File: src/rtl/cmd_pkg.sv
// Shared definitions for the host command engine.
// Holds the command codes, the reply bytes, the status byte layout, the FSM
// state encoding and small sizing helpers.
package cmd_pkg;

  localparam logic [7:0] CMD_GET_SAMPLE = 8'h01;
  localparam logic [7:0] CMD_READ_CCD   = 8'h02;
  localparam logic [7:0] CMD_SHUTTER    = 8'h03;
  localparam logic [7:0] CMD_PELTIER    = 8'h04;
  localparam logic [7:0] CMD_STATUS     = 8'h05;

  localparam logic [7:0] ACK_BYTE = 8'hAA;
  localparam logic [7:0] NAK_BYTE = 8'hEE;

  // Status reply layout, MSB first: bit7 shutter, bit6 busy, bit5 overrun, bit4 timeout
  typedef struct packed {
    logic       shutter;
    logic       busy;
    logic       overrun;
    logic       timeout;
    logic [3:0] rsvd;
  } status_t;

  typedef enum logic [2:0] {
    S_IDLE,
    S_GET_ARG,
    S_EXEC,
    S_SEND,
    S_NAK,
    S_CCD_WAIT,
    S_CCD_STREAM,
    S_TRAILER
  } state_t;

  // Number of whole bytes needed to carry a value of the given bit width
  function automatic int unsigned bytes_for(input int unsigned bits);
    return (bits + 32'd7) / 32'd8;
  endfunction

  function automatic logic is_cmd(input logic [7:0] code);
    return (code >= CMD_GET_SAMPLE) && (code <= CMD_STATUS);
  endfunction

endpackage

File: src/rtl/byte_serializer.sv
// Parallel-to-byte serializer with a valid/ready byte output.
// A load captures a word and a byte count; bytes leave MSB first, one per
// accepted transfer, with no gap between bytes of the same word.
// Ports: clk, rst_n; i_load/i_word/i_len load request; o_data/o_valid/i_ready
// byte handshake; o_empty when nothing is queued; o_last on the final byte.
module byte_serializer #(
  parameter int unsigned WORD_BYTES = 2,
  parameter int unsigned LEN_W      = $clog2(WORD_BYTES + 1)
) (
  input  logic                    clk,
  input  logic                    rst_n,
  input  logic                    i_load,
  input  logic [WORD_BYTES*8-1:0] i_word,
  input  logic [LEN_W-1:0]        i_len,
  output logic [7:0]              o_data,
  output logic                    o_valid,
  input  logic                    i_ready,
  output logic                    o_empty,
  output logic                    o_last
);

  localparam int unsigned W_BITS = WORD_BYTES * 8;

  logic [W_BITS-1:0] r_shift;
  logic [LEN_W-1:0]  r_cnt;
  logic              r_valid;

  // Left-align the word on load so the top byte is always the next to send
  always_ff @(posedge clk or negedge rst_n) begin
    if (!rst_n) begin
      r_shift <= '0;
      r_cnt   <= '0;
      r_valid <= 1'b0;
    end else if (i_load) begin
      r_shift <= W_BITS'(i_word << ((WORD_BYTES - 32'(i_len)) * 32'd8));
      r_cnt   <= i_len;
      r_valid <= (i_len != '0);
    end else if (r_valid && i_ready) begin
      r_shift <= r_shift << 8;
      r_cnt   <= r_cnt - LEN_W'(1);
      r_valid <= (r_cnt != LEN_W'(1));
    end
  end

  assign o_data  = r_shift[W_BITS-1 -: 8];
  assign o_valid = r_valid;
  assign o_empty = ~r_valid;
  assign o_last  = (r_cnt == LEN_W'(1));

endmodule

File: src/rtl/cmd_controller.sv
// Host command engine between the FT245 byte interface and camera peripherals.
// Parses two-byte commands, returns sensor samples, drives CCD frame readout
// with a pixel-count trailer, and holds shutter/peltier settings.
// Ports: clk, rst_n; rx_data/rx_valid host bytes in; tx_data/tx_valid/tx_ready
// reply bytes out; sample_bus sensor channels; ccd_start/ccd_mode/ccd_busy
// frame control; pix_data/pix_valid/pix_ready pixel stream; shutter_open and
// peltier_duty held settings.
module cmd_controller
  import cmd_pkg::*;
#(
  parameter int unsigned N_CH      = 8,
  parameter int unsigned SAMPLE_W  = 10,
  parameter int unsigned PIX_W     = 16,
  parameter int unsigned TIMEOUT_W = 16
) (
  input  logic                     clk,
  input  logic                     rst_n,
  input  logic [7:0]               rx_data,
  input  logic                     rx_valid,
  output logic [7:0]               tx_data,
  output logic                     tx_valid,
  input  logic                     tx_ready,
  input  logic [N_CH*SAMPLE_W-1:0] sample_bus,
  output logic                     ccd_start,
  output logic [1:0]               ccd_mode,
  input  logic                     ccd_busy,
  input  logic [PIX_W-1:0]         pix_data,
  input  logic                     pix_valid,
  output logic                     pix_ready,
  output logic                     shutter_open,
  output logic [7:0]               peltier_duty
);

  localparam int unsigned S_BYTES    = bytes_for(SAMPLE_W);
  localparam int unsigned P_BYTES    = bytes_for(PIX_W);
  localparam int unsigned SP_BYTES   = (S_BYTES > P_BYTES) ? S_BYTES : P_BYTES;
  localparam int unsigned WORD_BYTES = (SP_BYTES > 32'd2) ? SP_BYTES : 32'd2;
  localparam int unsigned WORD_W     = WORD_BYTES * 8;
  localparam int unsigned LEN_W      = $clog2(WORD_BYTES + 1);

  state_t                r_state, w_state_nxt;
  logic [7:0]            r_cmd, r_arg;
  logic [TIMEOUT_W-1:0]  r_to_cnt;
  logic                  r_timeout, r_overrun, r_stat_clr;
  logic                  r_shutter, r_ccd_start, r_pix_ready;
  logic [7:0]            r_peltier;
  logic [1:0]            r_ccd_mode;
  logic [15:0]           r_pix_cnt;
  logic                  r_ld;
  logic [WORD_W-1:0]     r_ld_word;
  logic [LEN_W-1:0]      r_ld_len;

  logic                  w_ld_req, w_dir_ld;
  logic [WORD_W-1:0]     w_ld_word, w_dir_word, w_ser_word;
  logic [LEN_W-1:0]      w_ld_len, w_dir_len, w_ser_len;
  logic                  w_latch_cmd, w_latch_arg, w_to_expire, w_stat_req;
  logic                  w_exec_shutter, w_exec_peltier, w_exec_ccd;
  logic                  w_ser_load, w_ser_valid, w_ser_empty, w_ser_last;
  logic                  w_ser_empty_nxt, w_pix_acc, w_stat_clr, w_rx_drop, w_ch_ok;
  logic [7:0]            w_ser_data;
  logic [SAMPLE_W-1:0]   w_sample;
  status_t               w_status;

  // Selected sensor channel; only meaningful when the channel is in range
  always_comb begin
    w_sample = '0;
    for (int c = 0; c < int'(N_CH); c++) begin
      if (32'(r_arg) == 32'(c)) w_sample = sample_bus[c*SAMPLE_W +: SAMPLE_W];
    end
  end

  assign w_ch_ok    = (32'(r_arg) < N_CH);
  assign w_status   = {r_shutter, ccd_busy, r_overrun, r_timeout, 4'b0};
  assign w_pix_acc  = r_pix_ready && pix_valid;
  assign w_stat_clr = r_stat_clr && w_ser_valid && tx_ready;
  assign w_rx_drop  = rx_valid && (r_state != S_IDLE) && (r_state != S_GET_ARG);

  // Command replies load one cycle after EXEC; pixels and trailer load directly
  assign w_ser_load = r_ld | w_dir_ld;
  assign w_ser_word = w_dir_ld ? w_dir_word : r_ld_word;
  assign w_ser_len  = w_dir_ld ? w_dir_len  : r_ld_len;

  // Serializer will be empty next cycle: lets pix_ready be a registered output
  assign w_ser_empty_nxt = !w_ser_load &&
                           (w_ser_empty || (w_ser_valid && tx_ready && w_ser_last));

  always_ff @(posedge clk or negedge rst_n) begin
    if (!rst_n) r_state <= S_IDLE;
    else        r_state <= w_state_nxt;
  end

  // Next state and per-cycle control strobes
  always_comb begin
    w_state_nxt    = r_state;
    w_ld_req       = 1'b0;
    w_ld_word      = '0;
    w_ld_len       = '0;
    w_dir_ld       = 1'b0;
    w_dir_word     = '0;
    w_dir_len      = '0;
    w_latch_cmd    = 1'b0;
    w_latch_arg    = 1'b0;
    w_to_expire    = 1'b0;
    w_stat_req     = 1'b0;
    w_exec_shutter = 1'b0;
    w_exec_peltier = 1'b0;
    w_exec_ccd     = 1'b0;
    case (r_state)
      S_IDLE: begin
        if (rx_valid) begin
          if (is_cmd(rx_data)) begin
            w_latch_cmd = 1'b1;
            w_state_nxt = S_GET_ARG;
          end else begin
            w_ld_req    = 1'b1;
            w_ld_word   = WORD_W'(NAK_BYTE);
            w_ld_len    = LEN_W'(1);
            w_state_nxt = S_NAK;
          end
        end
      end
      S_GET_ARG: begin
        // An arriving byte beats a simultaneous expiry
        if (rx_valid) begin
          w_latch_arg = 1'b1;
          w_state_nxt = S_EXEC;
        end else if (r_to_cnt == '1) begin
          w_to_expire = 1'b1;
          w_state_nxt = S_IDLE;
        end
      end
      S_EXEC: begin
        w_ld_req    = 1'b1;
        w_ld_len    = LEN_W'(1);
        w_ld_word   = WORD_W'(ACK_BYTE);
        w_state_nxt = S_SEND;
        case (r_cmd)
          CMD_GET_SAMPLE: begin
            if (w_ch_ok) begin
              w_ld_word = WORD_W'(w_sample);
              w_ld_len  = LEN_W'(S_BYTES);
            end else begin
              w_ld_word   = WORD_W'(NAK_BYTE);
              w_state_nxt = S_NAK;
            end
          end
          CMD_SHUTTER: w_exec_shutter = 1'b1;
          CMD_PELTIER: w_exec_peltier = 1'b1;
          CMD_STATUS: begin
            w_ld_word  = WORD_W'(w_status);
            w_stat_req = 1'b1;
          end
          CMD_READ_CCD: begin
            w_ld_req    = 1'b0;
            w_exec_ccd  = 1'b1;
            w_state_nxt = S_CCD_WAIT;
          end
          default: begin
            w_ld_req    = 1'b0;
            w_state_nxt = S_IDLE;
          end
        endcase
      end
      S_SEND, S_NAK: begin
        if (!r_ld && w_ser_empty) w_state_nxt = S_IDLE;
      end
      S_CCD_WAIT: begin
        if (ccd_busy) w_state_nxt = S_CCD_STREAM;
      end
      S_CCD_STREAM: begin
        if (w_pix_acc) begin
          w_dir_ld   = 1'b1;
          w_dir_word = WORD_W'(pix_data);
          w_dir_len  = LEN_W'(P_BYTES);
        end else if (!ccd_busy && !pix_valid && w_ser_empty) begin
          w_dir_ld    = 1'b1;
          w_dir_word  = WORD_W'(r_pix_cnt);
          w_dir_len   = LEN_W'(2);
          w_state_nxt = S_TRAILER;
        end
      end
      S_TRAILER: begin
        if (w_ser_empty) w_state_nxt = S_IDLE;
      end
      default: w_state_nxt = S_IDLE;
    endcase
  end

  // Datapath registers, flags and held settings
  always_ff @(posedge clk or negedge rst_n) begin
    if (!rst_n) begin
      r_cmd       <= '0;
      r_arg       <= '0;
      r_to_cnt    <= '0;
      r_timeout   <= 1'b0;
      r_overrun   <= 1'b0;
      r_stat_clr  <= 1'b0;
      r_shutter   <= 1'b0;
      r_peltier   <= '0;
      r_ccd_mode  <= '0;
      r_ccd_start <= 1'b0;
      r_pix_cnt   <= '0;
      r_pix_ready <= 1'b0;
      r_ld        <= 1'b0;
      r_ld_word   <= '0;
      r_ld_len    <= '0;
    end else begin
      r_ld      <= w_ld_req;
      r_ld_word <= w_ld_word;
      r_ld_len  <= w_ld_len;
      if (w_latch_cmd) r_cmd <= rx_data;
      if (w_latch_arg) r_arg <= rx_data;
      if (w_latch_cmd)                r_to_cnt <= '0;
      else if (r_state == S_GET_ARG)  r_to_cnt <= r_to_cnt + TIMEOUT_W'(1);
      // New events after the status snapshot survive the clear
      r_timeout <= (r_timeout & ~w_stat_clr) | w_to_expire;
      r_overrun <= (r_overrun & ~w_stat_clr) | w_rx_drop;
      if (w_stat_req)      r_stat_clr <= 1'b1;
      else if (w_stat_clr) r_stat_clr <= 1'b0;
      if (w_exec_shutter) r_shutter <= r_arg[0];
      if (w_exec_peltier) r_peltier <= r_arg;
      if (w_exec_ccd)     r_ccd_mode <= r_arg[1:0];
      r_ccd_start <= w_exec_ccd;
      if (w_exec_ccd)     r_pix_cnt <= '0;
      else if (w_pix_acc) r_pix_cnt <= r_pix_cnt + 16'd1;
      r_pix_ready <= (w_state_nxt == S_CCD_STREAM) && w_ser_empty_nxt;
    end
  end

  byte_serializer #(
    .WORD_BYTES(WORD_BYTES),
    .LEN_W     (LEN_W)
  ) u_ser (
    .clk    (clk),
    .rst_n  (rst_n),
    .i_load (w_ser_load),
    .i_word (w_ser_word),
    .i_len  (w_ser_len),
    .o_data (w_ser_data),
    .o_valid(w_ser_valid),
    .i_ready(tx_ready),
    .o_empty(w_ser_empty),
    .o_last (w_ser_last)
  );

  assign tx_data      = w_ser_data;
  assign tx_valid     = w_ser_valid;
  assign ccd_start    = r_ccd_start;
  assign ccd_mode     = r_ccd_mode;
  assign pix_ready    = r_pix_ready;
  assign shutter_open = r_shutter;
  assign peltier_duty = r_peltier;

endmodule

File: config.mk
export PLATFORM = sky130hd
export DESIGN_NAME = cmd_controller
export DESIGN_NICKNAME = d
export VERILOG_FILES = /design/src/rtl/cmd_pkg.sv /design/src/rtl/byte_serializer.sv /design/src/rtl/cmd_controller.sv
export SDC_FILE = /design/constraint.sdc
export NUM_CORES = 1
export LEC_CHECK = 0
export CORE_MARGIN = 5
export CORE_UTILIZATION = 45
export CTS_BUF_LIST = sky130_fd_sc_hd__clkbuf_16
export DETAILED_ROUTE_END_ITERATION = 10
export MAX_ROUTING_LAYER = met4
export PLACE_DENSITY = 0.73
export SLEW_MARGIN = 20
export SYNTH_ARGS = -nofsm -noshare
export SYNTH_HDL_FRONTEND = slang
export SYNTH_HIERARCHICAL = 1
export SYNTH_SLANG_ARGS = --single-unit
File: constraint.sdc
create_clock -name clk -period 3.87 [get_ports clk]
set_clock_uncertainty 0.2 [all_clocks]
set_input_delay 0.774 -clock clk [delete_from_list [all_inputs] [get_ports clk]]
set_output_delay 0.774 -clock clk [all_outputs]
set_load 0.03 [all_outputs]
==> results of run 1 <==
==> cell usage in the layout (no fill, tap or decap), drive strengths merged, types with 4 or more instances in the layout <==
cell type	netlist	final
clkdlybuf4s50	0	130
dfrtp	99	99
nand2	54	54
nor2	53	53
o21ai	38	38
mux2	30	30
a21oi	27	27
inv	23	25
a22oi	20	20
mux2i	19	19
nand3	18	18
nor2b	13	13
xnor2	13	13
buf	23	13
xor2	12	12
a22o	11	11
o22ai	10	10
a31oi	10	10
or3	10	10
and2	10	10
and3	9	9
nand2b	9	9
nand4	9	9
clkbuf	24	9
o22a	8	8
nor3	8	8
ha	5	5
nor4	5	5
and4	4	4
a221oi	4	4
a211o	4	4
nor3b	4	4
==> power by group through the flow <==
stage | combinational [W] | clock, W | sequential (W)
floorplan | 0.00149 | 0 | 0.00154
global placement | 0.00185 | 0 | 0.00165
detailed placement | 0.00190 | 0 | 0.00167
CTS | 0.00192 | 0.000821 | 0.00166
global route | 0.00209 | 0.000860 | 0.00171
finish | 0.00192 | 0.000797 | 0.00166
==> worst max-delay path: stages <==
cell	delay, ns
sky130_fd_sc_hd__clkdlybuf4s50_1	0.52
sky130_fd_sc_hd__and2_1	0.22
sky130_fd_sc_hd__o2111ai_2	0.23
sky130_fd_sc_hd__nand2_1	0.38
sky130_fd_sc_hd__or2_0	0.51
sky130_fd_sc_hd__o22a_1	0.28
==> worst max path at each step <==
stage,start,to,slack (ns),depth (start not counted)
global placement,pix_valid,u_ser/r_shift[10],0.77,9
CTS,pix_valid,u_ser/r_shift[15],1.05,6
global route,pix_valid,u_ser/r_shift[3],0.86,6
floorplan,pix_valid,u_ser/r_shift[0],0.87,11
finish,pix_valid,u_ser/r_shift[15],0.98,6
detailed placement,pix_valid,u_ser/r_shift[15],0.68,6
==> final cells by class <==
cell class,count,area share [%]
multi-input cells,454,40.9
clock inverters,5,0.334
flip-flops and latches,99,33.1
clock buffers,9,3.01
well taps,172,2.87
inverters,23,1.15
repair buffers,143,18.7
==> flip-flops by register name, summed over array words and instances, names as in the netlist, 2 cells and up <==
name and cells:
r_pix_cnt 16, r_cmd 8, u_ser/r_shift 16, u_ser/r_cnt 2, r_ld_len 2, r_arg 8
ccd_mode 2, r_ld_word 10, r_to_cnt 16, r_state 3, peltier_duty 8
==> logic make-up (layout without fill, tap and decap cells) <==
family / after synthesis / count (layout) / share of synthesized area (%)
muxes: 49 / 49 / 9.01
buffers and inverters: 70 / 180 / 5.62
and+or+nand+nor: 217 / 217 / 20.2
AOI/OAI and AO/OA: 158 / 158 / 18.1
xor gates and xnor gates: 25 / 25 / 3.74
adders and majority gates: 5 / 5 / 1.07
DFF: 99 / 99 / 42.3
==> routing by layer <==
| metal | vias up | wire, um | global-route usage, % |
|---|---|---|---|
| met1 | 2541 | 6960 | 26.6 |
| met2 | 140 | 7960 | 37.3 |
| li1 | 2452 | - | - |
| met4 | 0 | 427 | 8.01 |
| met5 | - | 0 | - |
| met3 | 33 | 818 | 4.59 |
==> per-stage QoR <==
stage | hold WS, ns | worst slack [ns] | power, W
2_1_floorplan | 0.233 | 0.867 | 0.00302
3_3_place_gp | 0.270 | 0.767 | 0.00350
3_5_place_dp | 0.281 | 0.676 | 0.00358
5_1_grt | 0.248 | 0.859 | 0.00466
4_1_cts | 0.215 | 1.05 | 0.00439
6_report | 0.208 | 0.977 | 0.00438
==> results.toml, run 1 <==
[floorplanning]
floorplan.die_area_um2 = 15400
row_count = 41
core_area_um2 = 12700
floorplan.initialDensity_pct = 46.2
fp.dieW_um = 124
pin_count = 132
dieHeight_um = 124

[placement]
globalplace.congestion = 0.967
detailed_place_hpwl_mm = 12.3
cell_area_after_placement_um2 = 7240
cells_after_dpl = 891
port-buffer-count = 131

[clock_network]
cts_buffers = 9
worst_setup_hold_path_clk_slew_ns = 0.06
cts_setup_buffers = 0
clockRootBuffer = "sky130_fd_sc_hd__clkbuf_16"
h-tree-depth = 3
hold_fix_buffers_cts = 0
insertion_delay_ns = 0.35
tritoncts = "yes"
cts.sink_count = 99
clock_tree.buffer_depth = 2
postCtsResizedCells = 0

[yosys]
number_of_nets_in_the_synthesized_netlist = 738
synthesis.area_um2 = 5860
yosys_most_used_dff = "sky130_fd_sc_hd__dfrtp_1"
post_synth_main_area_contributors = "sky130_fd_sc_hd__dfrtp_1 42%, sky130_fd_sc_hd__mux2_2 5.4%, sky130_fd_sc_hd__nand2_1 3.5%"
number_of_synthesized_flops_with_an_enable_pin = 0
yosysUniqueCellTypes = 73
cell_type_with_the_highest_aggregate_area_in_the_netlist = "sky130_fd_sc_hd__dfrtp_1"
synth_async_sr_flop_share_pct = 100
synth_cells = 623
yosys.cell_count.top_type = "sky130_fd_sc_hd__dfrtp_1"
syn_area_per_cell_um2 = 9.41
yosys_register_bits = 99
synth_top_cell_area_share_pct = 42.3
seq_area_frac_synth_pct = 42.3
post_synth_most_frequent_cells = "99 x sky130_fd_sc_hd__dfrtp_1, 54 x sky130_fd_sc_hd__nand2_1, 51 x sky130_fd_sc_hd__nor2_1"
ys.warnings.count = 6

[sta]
period_needed_ns = 2.89
drv_slew = 0
setup_viol = 0
pin_slew_with_the_least_headroom_to_its_limit_ns = 0.731
slew_headroom_pct = 50.8
fmax_mhz = 346
grt_setup_unrepaired = "no"
totalNegativeSetupSlack_ns = 0
hold_viol = 0
period_share_pct = 74.8

[route]
drt_drc_violations_left = 0
drt-wirelength-per-cell_um = 17.9
route.detailed.vias_per_inst = 5.71
detailedRoute.firstIterationViolations = 360
detail-route-antenna-nets = 0
routed_wirelength_mm = 16.2
routed-via-count = 5166
pre_repair_dr_iteration_count = 5

[power_and_ir_drop]
leakage_nw = 3.07
power_density_nw_per_um2 = 584
seq_power_share_pct = 38.0
combinational_fraction_of_design_power_pct = 43.8
cell_internal_pwr_w = 0.00261
clockPowerShare_pct = 18.2
vdd_drop_max_v = 0.000408
net-switching-power_w = 0.00176
switching_share_pct = 40.3

[run_status]
outcome = "finished clean"

[global_routing]
grt.overflow.total = 0
grt_start_max_net_pins = 44
grt_pass1_wl_mm = 26.0
grt_antenna_before_repair = 0
vias_in_the_first_global_route = 5301
globalRouteTotalUtil_pct = 22.2

[run]
max-cap-violations = 0

[critical_path]
endpoint_kind = "flip-flop"
crit_required_ns = 3.90
cp_data_arrival_time_ns = 2.92
worst_r2r_path_depth = 6
crit-reg2reg-capture = "u_ser/r_shift[15]"
critPathMaxFanout = 18
register_to_register_path_setup_slack_ns = 1.32
worst_setup_path_start_kind = "input port"
reg_to_reg_start = "u_ser/o_valid"
path_class = "input port to flip-flop"

[final_layout]
design.final.nets = 845
layout.area.seq_um2 = 2480
post_route_cell_area_um2 = 7490
filler_cell_count = 1116
drive_above_1_share_pct = 10.2
diodes = 0
layout.cells.non_filler = 905
multi_input_comb_area_um2 = 3070
finalCoreUtilization_pct = 59.1
area.growth.synth_to_final_pct = 27.9

[min_path]
hold_path.class = "input port to asynchronous set/reset pin"
No activity file was read; power rests on OpenSTA's default activity.
==> run 2: changes to the inputs <==
==> constraint.sdc (replaced) <==
create_clock -name clk -period 2.9 [get_ports clk]
set_clock_uncertainty 0.2 [all_clocks]
set_input_delay 0.58 -clock clk [delete_from_list [all_inputs] [get_ports clk]]
set_output_delay 0.58 -clock clk [all_outputs]
set_load 0.03 [all_outputs]
==> results.toml, run 2 (synthesis gave the netlist of run 1 again) <==
[placement]
cells_after_dpl = 899
detailed_place_hpwl_mm = 12.5
cell_area_after_placement_um2 = 7320
globalplace.congestion = 0.947
port-buffer-count = 131

[global_routing]
vias_in_the_first_global_route = 5402
grt_pass1_wl_mm = 26.7
grt.overflow.total = 0
grt_antenna_before_repair = 0
grt_start_max_net_pins = 42
globalRouteTotalUtil_pct = 22.9

[final_layout]
design.final.nets = 853
layout.cells.most_common_list = "130 x sky130_fd_sc_hd__clkdlybuf4s50_1, 99 x sky130_fd_sc_hd__dfrtp_1, 54 x sky130_fd_sc_hd__nand2_1, 51 x sky130_fd_sc_hd__nor2_1, 31 x sky130_fd_sc_hd__o21ai_0"
area.growth.synth_to_final_pct = 30.4
most_frequent_standard_cell_in_the_layout_excluding_fill_and_tap_cells = "sky130_fd_sc_hd__clkdlybuf4s50_1"
multi_input_comb_area_um2 = 3070
largest_registers = "r_pix_cnt: 16 flops, r_to_cnt: 16 flops, u_ser/r_shift: 16 flops"
layout.cells.non_filler = 915
diodes = 0
drive_above_1_share_pct = 11.6
filler_cell_count = 1117
post_route_cell_area_um2 = 7640
finalCoreUtilization_pct = 60.3
layout.area.seq_um2 = 2480

[critical_path]
path_cells = "clkdlybuf4s50_1 > and2_1 > o2111ai_2 > buf_4 > nand2_1 > or2_0 > o22a_1"
cp_data_arrival_time_ns = 2.77
worst_path_max_delay_cell = "sky130_fd_sc_hd__clkdlybuf4s50_1"
path_class = "input port to flip-flop"
critPathMaxFanout = 27
crit_required_ns = 2.93
worst_setup_path_start_kind = "input port"
critical-path-max-stage-delay_ns = 0.50
register_to_register_path_setup_slack_ns = 0.24
endpoint_kind = "flip-flop"

[clock_network]
clockRootBuffer = "sky130_fd_sc_hd__clkbuf_16"
clock_tree.buffer_depth = 2
postCtsResizedCells = 0
cts_buffers = 9
h-tree-depth = 3
insertion_delay_ns = 0.35
cts_setup_buffers = 0
hold_fix_buffers_cts = 0
worst_setup_hold_path_clk_slew_ns = 0.07
tritoncts = "yes"
cts.sink_count = 99

[sta]
period_needed_ns = 2.74
setup_viol = 0
pin_slew_with_the_least_headroom_to_its_limit_ns = 0.682
fmax_mhz = 365
slew_headroom_pct = 54.5
grt_setup_unrepaired = "no"
period_share_pct = 94.4
hold_viol = 0
drv_slew = 0

[route]
drt-wirelength-per-cell_um = 17.9
pre_repair_dr_iteration_count = 5
drt_drc_violations_left = 0
detailedRoute.firstIterationViolations = 441
routed_wirelength_mm = 16.4
detail-route-antenna-nets = 0
route.detailed.vias_per_inst = 5.69
routed-via-count = 5208

[min_path]
hold_path.class = "input port to asynchronous set/reset pin"

[power_and_ir_drop]
vdd_drop_max_v = 0.000559
power_density_nw_per_um2 = 801
power_w = 0.00612
leakage_nw = 3.15

[floorplanning]
floorplan.die_area_um2 = 15400
floorplan.initialDensity_pct = 46.2
row_count = 41
pin_count = 132
fp.dieW_um = 124
dieHeight_um = 124
core_area_um2 = 12700

[run]
max-cap-violations = 0

[run_status]
outcome = "finished clean"
run 2: worst paths after layout:
path                                     end     startpoint  depth (start not counted)
min reg2reg                      ccd_mode[0]    ccd_mode[0]                          1
max                        u_ser/r_shift[15]      pix_valid                          7
min                            r_pix_cnt[10]          rst_n                          1
min in group clk                 ccd_mode[0]    ccd_mode[0]                          1
max reg2reg                u_ser/r_shift[15]  u_ser/o_valid                          7
max in group asynchronous  u_ser/r_shift[14]          rst_n                          2
run 2: where the power goes:
group          switching [W]  internal [W]  leakage (nW)
clock               0.000548      0.000765         0.160
combinational        0.00140       0.00119          1.71
sequential          0.000456       0.00177          1.28
run 2: final cells by class:
type / count / area share, %
Timing Repair Buffer: 151 / 19.3
Tap cell: 172 / 2.82
Multi-Input combinational cell: 454 / 40.1
Inverter: 23 / 1.13
Clock inverter: 7 / 1.31
Clock buffer: 9 / 2.95
Sequential cell: 99 / 32.4
run 2: stage by stage:
step | setup slack, ns | hold slack, ns | TNS [ns]
after global routing | 0.0274 | 0.0457 | 0
after global placement | -0.0725 | 0.270 | -0.557
final | 0.162 | 0.0114 | 0
after floorplan | 0.0161 | 0.0844 | 0
after detailed placement | -0.181 | 0.279 | -2.20
after CTS | 0.208 | 0.0196 | 0
run 2: routing by layer:
| layer | up-vias | share of wire, % | GRT usage (%) | wire (um) |
|---|---|---|---|---|
| met5 | - | 0 | - | 0 |
| met1 | 2559 | 42 | 27.7 | 6830 |
| met2 | 160 | 52 | 38.9 | 8460 |
| met3 | 23 | 5.0 | 5.04 | 822 |
| li1 | 2466 | - | - | - |
| met4 | 0 | 1.7 | 5.82 | 284 |
run 2: critical path, delay by kind of cell:
family	cells	cell delay (ns)
AOI/OAI and AO/OA	2	0.49
and+or+nand+nor	3	0.90
buffers and inverters	2	0.79
